File: config.mk
export PLATFORM = sky130hd
export DESIGN_NAME = timer_arbiter
export DESIGN_NICKNAME = d
export VERILOG_FILES = /design/src/rtl/timer_arbiter_pkg.sv /design/src/rtl/rr_picker.sv /design/src/rtl/timer_arbiter.sv
export SDC_FILE = /design/constraint.sdc
export NUM_CORES = 1
export LEC_CHECK = 0
export BUFFER_PORTS_ARGS = -buffer_cell sky130_fd_sc_hd__buf_4
export CORE_ASPECT_RATIO = 2
export CORE_MARGIN = 10
export CORE_UTILIZATION = 49
export CTS_CLUSTER_DIAMETER = 60
export CTS_CLUSTER_SIZE = 14
export DETAILED_ROUTE_END_ITERATION = 12
export MAX_ROUTING_LAYER = met4
export PLACE_DENSITY = 0.86
export REMOVE_ABC_BUFFERS = 1
export SKIP_LAST_GASP = 1
export SLEW_MARGIN = 20
export SYNTH_ARGS = -nofsm -noshare
export SYNTH_HDL_FRONTEND = slang
export SYNTH_SLANG_ARGS = --single-unit
File: constraint.sdc
create_clock -name clk -period 5.34 [get_ports clk]
set_input_delay 1.068 -clock clk [delete_from_list [all_inputs] [get_ports clk]]
set_output_delay 1.068 -clock clk [all_outputs]
set_load 0.05 [all_outputs]
File: src/rtl/timer_arbiter_pkg.sv
// Shared types and defaults for the millisecond-timer arbiter.
// The state encoding is shared so the top and any future debug taps agree on it.
package timer_arbiter_pkg;

    typedef enum logic [1:0] {IDLE, ARM, RUN, DONE} tarb_state_t;

    localparam int DELAY_W_DEFAULT = 10;
    localparam int NUM_REQ_DEFAULT = 4;

endpackage

File: src/rtl/rr_picker.sv
// Combinational round-robin picker: first set request strictly after ptr_i, wrapping modulo N.
// Pure logic, no state; valid_o is low when no request is set.
module rr_picker #(
    parameter int N  = 4,
    parameter int IW = (N > 1) ? $clog2(N) : 1
) (
    input  logic [N-1:0]  req_i,
    input  logic [IW-1:0] ptr_i,
    output logic          valid_o,
    output logic [IW-1:0] idx_o
);

    logic [IW-1:0] cand;

    always_comb begin
        valid_o = 1'b0;
        idx_o   = '0;
        cand    = '0;
        // Scan farthest-first so the nearest set bit after ptr_i is the one left standing.
        for (int k = N; k >= 1; k--) begin
            cand = IW'((int'(ptr_i) + k) % N);
            if (req_i[cand]) begin
                valid_o = 1'b1;
                idx_o   = cand;
            end
        end
    end

endmodule

File: src/rtl/timer_arbiter.sv
// Shares one millisecond timer among NUM_REQ clients, round-robin, one owner at a time.
// Grant 1 cycle after request from IDLE; done pulses 1 cycle after timeout; 2 cycles to the next grant.
module timer_arbiter
    import timer_arbiter_pkg::*;
#(
    parameter int NUM_REQ = NUM_REQ_DEFAULT,
    parameter int DELAY_W = DELAY_W_DEFAULT
) (
    input  logic                       clk,
    input  logic                       rst,
    input  logic [NUM_REQ-1:0]         req,
    input  logic [NUM_REQ*DELAY_W-1:0] delay_in,
    output logic [NUM_REQ-1:0]         grant,
    output logic [NUM_REQ-1:0]         done,
    output logic                       busy,
    output logic                       tmr_enable,
    output logic [DELAY_W-1:0]         tmr_delay,
    input  logic                       tmr_timeout
);

    localparam int            IW      = $clog2(NUM_REQ);
    localparam logic [IW-1:0] PTR_RST = IW'(NUM_REQ - 1);

    tarb_state_t          state_q, state_d;
    logic [IW-1:0]        idx_q, idx_d;
    logic [IW-1:0]        ptr_q, ptr_d;
    logic [DELAY_W-1:0]   delay_q, delay_d;
    logic [NUM_REQ-1:0]   grant_q, grant_d;
    logic [NUM_REQ-1:0]   done_q, done_d;
    logic                 en_q, en_d;

    logic                 pick_vld;
    logic [IW-1:0]        pick_idx;

    rr_picker #(
        .N  (NUM_REQ),
        .IW (IW)
    ) u_picker (
        .req_i   (req),
        .ptr_i   (ptr_q),
        .valid_o (pick_vld),
        .idx_o   (pick_idx)
    );

    always_comb begin
        state_d = state_q;
        idx_d   = idx_q;
        ptr_d   = ptr_q;
        delay_d = delay_q;
        grant_d = grant_q;
        done_d  = '0;
        en_d    = en_q;
        case (state_q)
            IDLE: begin
                if (pick_vld) begin
                    idx_d           = pick_idx;
                    ptr_d           = pick_idx;
                    delay_d         = delay_in[int'(pick_idx)*DELAY_W +: DELAY_W];
                    grant_d         = '0;
                    grant_d[pick_idx] = 1'b1;
                    en_d            = 1'b1;
                    state_d         = ARM;
                end
            end
            // The timer may still show the previous owner's timeout for a cycle.
            ARM: state_d = RUN;
            RUN: begin
                if (!req[idx_q]) begin
                    grant_d = '0;
                    en_d    = 1'b0;
                    state_d = IDLE;
                end else if (tmr_timeout) begin
                    grant_d        = '0;
                    done_d[idx_q]  = 1'b1;
                    en_d           = 1'b0;
                    state_d        = DONE;
                end
            end
            DONE: state_d = IDLE;
            default: begin
                grant_d = '0;
                en_d    = 1'b0;
                state_d = IDLE;
            end
        endcase
    end

    always_ff @(posedge clk or posedge rst) begin
        if (rst) begin
            state_q <= IDLE;
            idx_q   <= '0;
            ptr_q   <= PTR_RST;
            delay_q <= '0;
            grant_q <= '0;
            done_q  <= '0;
            en_q    <= 1'b0;
        end else begin
            state_q <= state_d;
            idx_q   <= idx_d;
            ptr_q   <= ptr_d;
            delay_q <= delay_d;
            grant_q <= grant_d;
            done_q  <= done_d;
            en_q    <= en_d;
        end
    end

    assign grant      = grant_q;
    assign done       = done_q;
    assign busy       = |grant_q;
    assign tmr_enable = en_q;
    assign tmr_delay  = delay_q;

endmodule

* Word level (Yosys, flattened, before mapping) *
Cells that the tools add are included.

word-level totals
  bits of input ports = 47
  flip-flop bits (word level) = 25
  output and inout port bits = 20
  word-level logic and storage cells = 71

operators by class
  multiply operators = 1
  reductions and logical operators = 8
  $add $sub $neg = 4
  shift operators = 1
  equal/unequal tests = 5
  order comparisons = 8
  muxes and demuxes = 37

operators with widths
  cell                                                         number
  indexed part select 40 x 7 -> 10 bit                         1
  two-way mux 4 bit                                            6
  less-than comparator 2 x 3 -> 1 bit (second input constant)  6
  two-way mux 1 bit                                            14
  two-way mux 2 bit                                            7
  binary-select mux 1 bit (select 2 bit)                       5
  case mux 2 bit (4 select lines)                              1
  case mux 4 bit (2 select lines)                              1
  multiplier 2 x 3 -> 5 bit (second input constant)            1
  adder 2 x 1 -> 2 bit (second input constant)                 2
  adder 2 bit (second input constant)                          2
  demux 1 bit (select 2 bit)                                   2
  == test 2 bit (second input constant)                        2
  >= comparator 2 x 1 -> 1 bit (second input constant)         2
  AND reduction 2 bit                                          2
  OR reduction 4 bit                                           1
  != test 3 bit (second input constant)                        1
  AND reduction 3 bit                                          1
  == test 2 x 1 -> 1 bit (second input constant)               1
  logical AND 1 bit                                            2
  logical NOT 2 bit                                            1
  != test 2 bit (second input constant)                        1
  case mux 1 bit (2 select lines)                              1
  nonzero test 2 bit                                           1

* Logic depth before layout (Yosys ltp) *
Gate-level depths: netlist (run 1).

  word-level depth = 13
  mapped depth = 6
  gate-level depth less buffers = 5

* By module *
A second synthesis (run 1) with hierarchy kept.

second synthesis, totals
  cell total of the unflattened synthesis = 115
  area total of the unflattened synthesis = 1,495.2 µm²

modules (own cells, without submodules)
  module         cells each  area each (µm²)  times used  seq. area each (µm²)
  timer_arbiter  101         1,403.8          1           628.1
  rr_picker      14          91.3             1           0.0

* Worst setup path after synthesis (run 1) *
No wires, ideal clock.

  path kind = register to output
  from = reg grant_q[2], in the netlist grant[2]
  to = out busy
  path slack = 2,886 ps
  cell stages (with the launch flop) = 2
  required time = 4,272 ps
  buffers on the path = 0
  data arrival time = 1,386 ps
  cell sequence = dfrtp_1 -> or4_1

on the way
  cells in the longest elaborated chain, start to end = 1

RTL lines
  item                    line                  source
  from (decl)             timer_arbiter.sv:28   logic [NUM_REQ-1:0] grant_q, grant_d;
  from (signal assigned)  timer_arbiter.sv:102  grant_q <= grant_d;
  OR reduction 4 bit      timer_arbiter.sv:110  assign busy = |grant_q;
  to (decl)               timer_arbiter.sv:15   output logic busy,

Every way passes these cells.

* Final worst setup path (run 1) *
  from = in req[3]
  to = reg delay_q[2], in the netlist tmr_delay[2]

on the way
  cells in the longest elaborated chain, start to end = 8
  elaborated cells on any way between the ends = 19
  classes of those cells = mul: 1; shift: 1; mux: 16; reduce/logical: 1

RTL lines
  item                                     line                  source
  from (decl)                              timer_arbiter.sv:11   input logic [NUM_REQ-1:0] req,
  binary-select mux 1 bit (select 2 bit)   rr_picker.sv:22       if (req_i[cand]) begin
  two-way mux 1 bit (not written as such)  rr_picker.sv:22
  two-way mux 2 bit (4 in a row)           rr_picker.sv:22
  multiplier 2 x 3 -> 5 bit                timer_arbiter.sv:58   delay_d = delay_in[int'(pick_idx)*DELAY_W +: DELAY_W];
  indexed part select 40 x 7 -> 10 bit     timer_arbiter.sv:58
  to (signal assigned)                     timer_arbiter.sv:101  delay_q <= delay_d;
  to (decl)                                timer_arbiter.sv:27   logic [DELAY_W-1:0] delay_q, delay_d;

Several ways; a longest one is shown, not always the timed one. The select of a mux whose other input is x is not followed.
A chain may end at the register's enable or synchronous reset.

==> results of run 1 <==
Yosys cell counts:
cell / instances
nand3b_1: 1
clkbuf_2: 1
o221ai_2: 5
nor2b_2: 1
nand2b_1: 4
or4_1: 1
nor3_1: 3
nor2_1: 6
mux4_1: 1
buf_8: 1
mux2i_1: 21
buf_12: 1
nand3_1: 4
nand2_1: 23
o221ai_4: 1
inv_1: 6
dfstp_2: 2
or3_1: 1
a31oi_1: 1
buf_2: 3
a21oi_2: 1
dfrtp_1: 23
o221ai_1: 5
nor4_1: 1
a21oi_1: 5
o21ai_0: 5
critical path: stages:
cell      delay, ns
buf_4          0.11
nor2b_2        0.18
a21oi_2        0.07
o221ai_4       0.72
mux2i_1        0.32
o221ai_2       0.12
cells by family (layout without fill, tap and decap cells):
logic type | after synthesis | after routing
and+or+nand+nor | 45 | 45
AOI/OAI and AO/OA | 23 | 23
buffers and inverters | 12 | 76
muxes | 22 | 22
DFF | 25 | 25
power by group through the flow:
stage	clock network (mW)	logic [mW]	registers (mW)
after floorplan	0	0.305	0.526
after global placement	0	0.681	0.342
after detailed placement	0	0.700	0.344
after CTS	0.113	0.699	0.343
after global routing	0.119	0.744	0.354
final	0.110	0.690	0.344
path summary, 6_finish.rpt:
path,from,end,slack [ns],depth (start not counted)
worst max-delay path,req[3],tmr_delay[2],2.87,6
worst min-delay path,tmr_enable,tmr_enable,0.48,2
worst max register to register,ptr_q[1],tmr_delay[2],3.21,5
worst min register to register,tmr_enable,tmr_enable,0.48,2
max in group asynchronous,rst,tmr_delay[2],3.75,2
min in group asynchronous,rst,state_q[1],1.02,2
per-stage QoR:
stage          area (um2)  hold slack, ns  power, mW
6_report             1879          0.4804      1.143
3_3_place_gp         1834          0.4615      1.022
4_1_cts              1879          0.4882      1.155
3_5_place_dp         1834          0.4672      1.043
5_1_grt              1879          0.5385      1.217
2_1_floorplan        1303          0.4725     0.8312
registers in the layout, indices dropped and copies added (netlist names):
register and count:
state_q 2, done 4, idx_q 2, grant 4, tmr_delay 10, tmr_enable 1
ptr_q 2
per-layer routing:
layer | GRT usage (%) | up-vias
li1 | - | 585
met1 | 14.95 | 566
met2 | 24.45 | 55
met3 | 3.763 | 10
met4 | 5.512 | 0
met5 | - | -
area by class of cell:
| class | instances | area (um2) |
|---|---|---|
| clock buffer | 4 | 45.04 |
| multi-input combinational | 90 | 651.9 |
| timing repair buffer | 66 | 495.5 |
| sequential | 25 | 628.1 |
| tap | 29 | 36.28 |
| inverter | 6 | 22.52 |
| fill | 211 | 823.3 |
==> metrics.txt, run 1 <==
sequential power share 30.1%; Fin. Hold Viols 0; Pwr per Cell Area 608.3 nW/um2; Skew-Pair Late Insertion Delay 0.26 ns; Crit path required time 5.47 ns; CTS tree yes; Nets 239; mean post-synth cell area 10.69 um2; post-synthesis adder-cell area fraction 0%; most common cell after layout, fill and taps aside buf_4; die area 5404 um2; WL per Instance 17.42 um; WL final 3833 um; CP max FO 24; total gr overflow 0; final setup TNS 0 ns; PortBufs 66; most frequent cells in the layout buf_4 (66), nand2_1 (23), dfrtp_1 (23), mux2i_1 (21); Final ANT Viol Nets 0; Hold-fix buffers, CTS 0; wire length on met2 2047 um; post-synth top area cell dfrtp_1; die height 94.44 um; DRC viols 0; complex-gate fraction of the synthesized area 15.48%; antenna cells 0; RSZ-0062 raised after global routing no; antenna violations before repair 0; Leakage 0.9571 nW; status complete, no violations; Core ar. 2703 um2; total internal power 0.5692 mW; Post-Layout Cell Count 220; post-synth top area share 42.40%; DP Worst Slack 2.560 ns; Vias/cell 5.527; vias in the first global route 1369; largest net degree at the start of global routing 26; Clock Tree Buf Depth 2; clock skew 0.001066 ns; via count 1216; xor and xnor fraction of the mapped netlist area 0%; Util after Layout 69.54%; Layout area overhead 38.43%; Initial DRC Count 25; WL met1 1450 um; total track usage 14.21%; Max Slew Vio Count 0; drt pass-1 iters 4; Tcrit/Tclk final 46.31%; fmax 404.3 MHz; Mapped Cells 127; die width 57.22 um; clock share of power 9.6%; Setup Crit Path Kind input pin to register; Final min period 2.473 ns; ranking of synthesized cells by area dfrtp_1 (42%), mux2i_1 (15%), nand2_1 (6.4%); actual slew at the worst max-slew pin 0.9478 ns; final setup margin 2.867 ns; Synth Cell Area 1358 um2; Initial Util 50.23%; CTS Buf Count 3; Slew HR 36.81%; DP Wirelength 3143 um; Synth Warn # 0; peak supply drop 0.4099 mV; Hold WC Path Type register to register; Placed Instances 216; mux cell area share after synthesis 17.42%; post-CTS resize count 0; Simple-Gate Fraction of Synth Area 15.12%; Final setup viols 0; combinational family with the most area after synthesis multiplexers; first-pass GRT wire length 6216 um; crit start category input pin; Net Switching 0.5740 mW; combinational power share 60.3%; top routing layer in use met4; Distinct cells, synth 26; crit end category register; clock slew at reported path FFs 0.08 ns; Data arrival, critical path 2.60 ns; #FFs+latches synth 25; met3 routed WL 230 um; gpl congestion 0.7765; # rows 27; post-CTS setup buffer count 0; share of cells above drive strength 1 41.36%; boundary pin count 67; Sink Count 25; H-tree levels 1; Root Buffer clkbuf_8; maxcap violations 0; sw frac 50.21%; Seq/Total Area, Yosys 46.27%
Note: power is estimated with default switching activity, not from simulation.
==> run 2, diff against run 1 <==
Settings changed: CORE_UTILIZATION 49 to 45, PLACE_DENSITY 0.86 to 0.8.
Clock period 5.34 ns to 2.55 ns, I/O delays scaled along.
==> metrics.txt, run 2 (synthesized netlist as in run 1, its figures left out) <==
status complete, no violations; Fin. Hold Viols 0 (unchanged); Initial Util 46.13% (-4.1 points); post-CTS resize count 0 (unchanged); Crit path required time 2.04 ns (-3.43 ns); drt pass-1 iters 4 (unchanged); actual slew at the worst max-slew pin 0.9179 ns (-0.02992 ns); max reg flops 10 (unchanged); Root Buffer clkbuf_8; Final setup viols 0 (unchanged); Final min period 1.891 ns; clock share of power 9.6% (about the same); crit end category output pin; CTS Buf Count 3 (unchanged); met1 Use GR 12.79% (-2.2 points); Vias/cell 5.441 (-1.6%); total internal power 1.192 mW (+110%); Post-Layout Cell Count 222 (+0.91%); Setup Crit Path Kind register to output pin; CP max FO 3 (-88%); clock skew 0.002391 ns (+0.001325 ns); antenna violations before repair 0 (unchanged); sequential power share 29.9% (-0.2 points); total gr overflow 0 (unchanged); WL final 3713 um (-3.1%); final setup TNS 0 ns (unchanged); Hold-fix buffers, CTS 0 (unchanged); share of cells above drive strength 1 42.19% (+0.83 points); post-CTS setup buffer count 0 (unchanged); Multi-input gate area 651.9 um2 (unchanged); crit start category register; # rows 28 (+3.7%); boundary pin count 67 (unchanged); most common cell after layout, fill and taps aside buf_4; Skew-Pair Late Insertion Delay 0.27 ns (about the same); Placed Instances 218 (+0.93%); vias in the first global route 1347 (-1.6%); launch point of the critical path grant[2]; gpl congestion 0.8001 (+3.0%); grt peak-use layer met2; RR Endpoint tmr_delay[1]; Slew HR 38.74% (+1.9 points); sw frac 50.18% (about the same); largest net degree at the start of global routing 26 (unchanged); first-pass GRT wire length 6044 um (-2.8%); DP Wirelength 3083 um (-1.9%); die area 5747 um2 (+6.4%); reg-to-reg slack, setup 0.66 ns (-2.55 ns); Pwr per Cell Area 1267 nW/um2 (+110%); Net Switching 1.201 mW (+110%); path depth of the worst reg2reg path 6 (+1); die width 58.84 um (+2.8%); via count 1208 (-0.66%); maxcap violations 0 (unchanged); Initial DRC Count 18 (-28%); Final ANT Viol Nets 0 (unchanged); GR Layer Usage met2 23.90% (-0.55 points); Core ar. 2943 um2 (+8.9%); DRC viols 0 (unchanged); Clock Tree Buf Depth 2 (unchanged); peak supply drop 0.8008 mV (+95%); PortBufs 66 (unchanged); clock slew at reported path FFs 0.08 ns (about the same); Tcrit/Tclk final 74.18%; antenna cells 0 (unchanged); global routing usage on met3 3.534% (-0.23 points); Data arrival, critical path 1.38 ns (-1.22 ns); Nets 240 (+0.42%); most frequent cells in the layout buf_4 (67), nand2_1 (23), dfrtp_1 (23), mux2i_1 (21); Max Slew Vio Count 0 (unchanged); Hold WC Path Type input pin to asynchronous set/reset pin; Filler cells 256 (+21%); area occupied by registers 628.1 um2 (unchanged); worst r2r src ptr_q[1]; total track usage 13.13% (-1.1 points); CTS tree yes; RSZ-0062 raised after global routing no; combinational power share 60.5% (+0.2 points); Sink Count 25 (unchanged); die height 97.68 um (+3.4%); Layout area overhead 39.17%; H-tree levels 1 (unchanged); Leakage 0.9646 nW (+0.79%); WL per Instance 16.73 um (-4.0%); fmax 528.7 MHz
-- run 2: how the worst max path moves through the flow --
stage / slack, ns / endpoint
2_1_floorplan: 0.65 / tmr_delay[0]
3_3_place_gp: 0.57 / tmr_delay[7]
3_5_place_dp: 0.51 / tmr_delay[8]
4_1_cts: 0.64 / tmr_delay[1]
5_1_grt: 0.55 / tmr_delay[6]
6_report: 0.66 / busy
-- run 2: layout make-up --
class | instances | share of cell area (%)
repair buffers | 67 | 26.62
multi-input cells | 90 | 34.50
clock inverters | 1 | 0.2649
well taps | 30 | 1.987
inverters | 6 | 1.192
flip-flops and latches | 25 | 33.25
clock buffers | 3 | 2.185
-- run 2: worst max-delay path, stage by stage, from the launching register on --
cell     delay [ns]
dfrtp_1        0.40
or4_1          0.51
buf_4          0.20
-- run 2: power by group through the flow --
stage                     clock network (mW)  logic (mW)  registers, mW
final                                  0.231        1.45          0.715
after global routing                   0.246        1.57          0.739
after CTS                              0.234        1.47          0.712
after detailed placement                   0        1.47          0.716
after global placement                     0        1.44          0.717
after floorplan                            0       0.638           1.10
-- run 2: layer usage --
metal,routed length [um],vias up,part of all wire (%)
met1,1386,570,37
met4,37,0,1.0
li1,-,586,-
met2,2039,47,55
met5,0,-,0
met3,249,5,6.7
-- run 2: per-stage QoR --
stage | area [um2] | worst slack (ns) | hold slack [ns] | util, % | power, mW
after floorplan | 1303 | 0.6538 | 0.4725 | - | 1.741
after global placement | 1843 | 0.5690 | 0.4657 | 62.63 | 2.152
after detailed placement | 1843 | 0.5142 | 0.4738 | 62.63 | 2.189
after CTS | 1889 | 0.6373 | 0.4645 | 64.20 | 2.415
after global routing | 1889 | 0.5529 | 0.5249 | 64.20 | 2.551
final | 1889 | 0.6585 | 0.4420 | 64.20 | 2.393
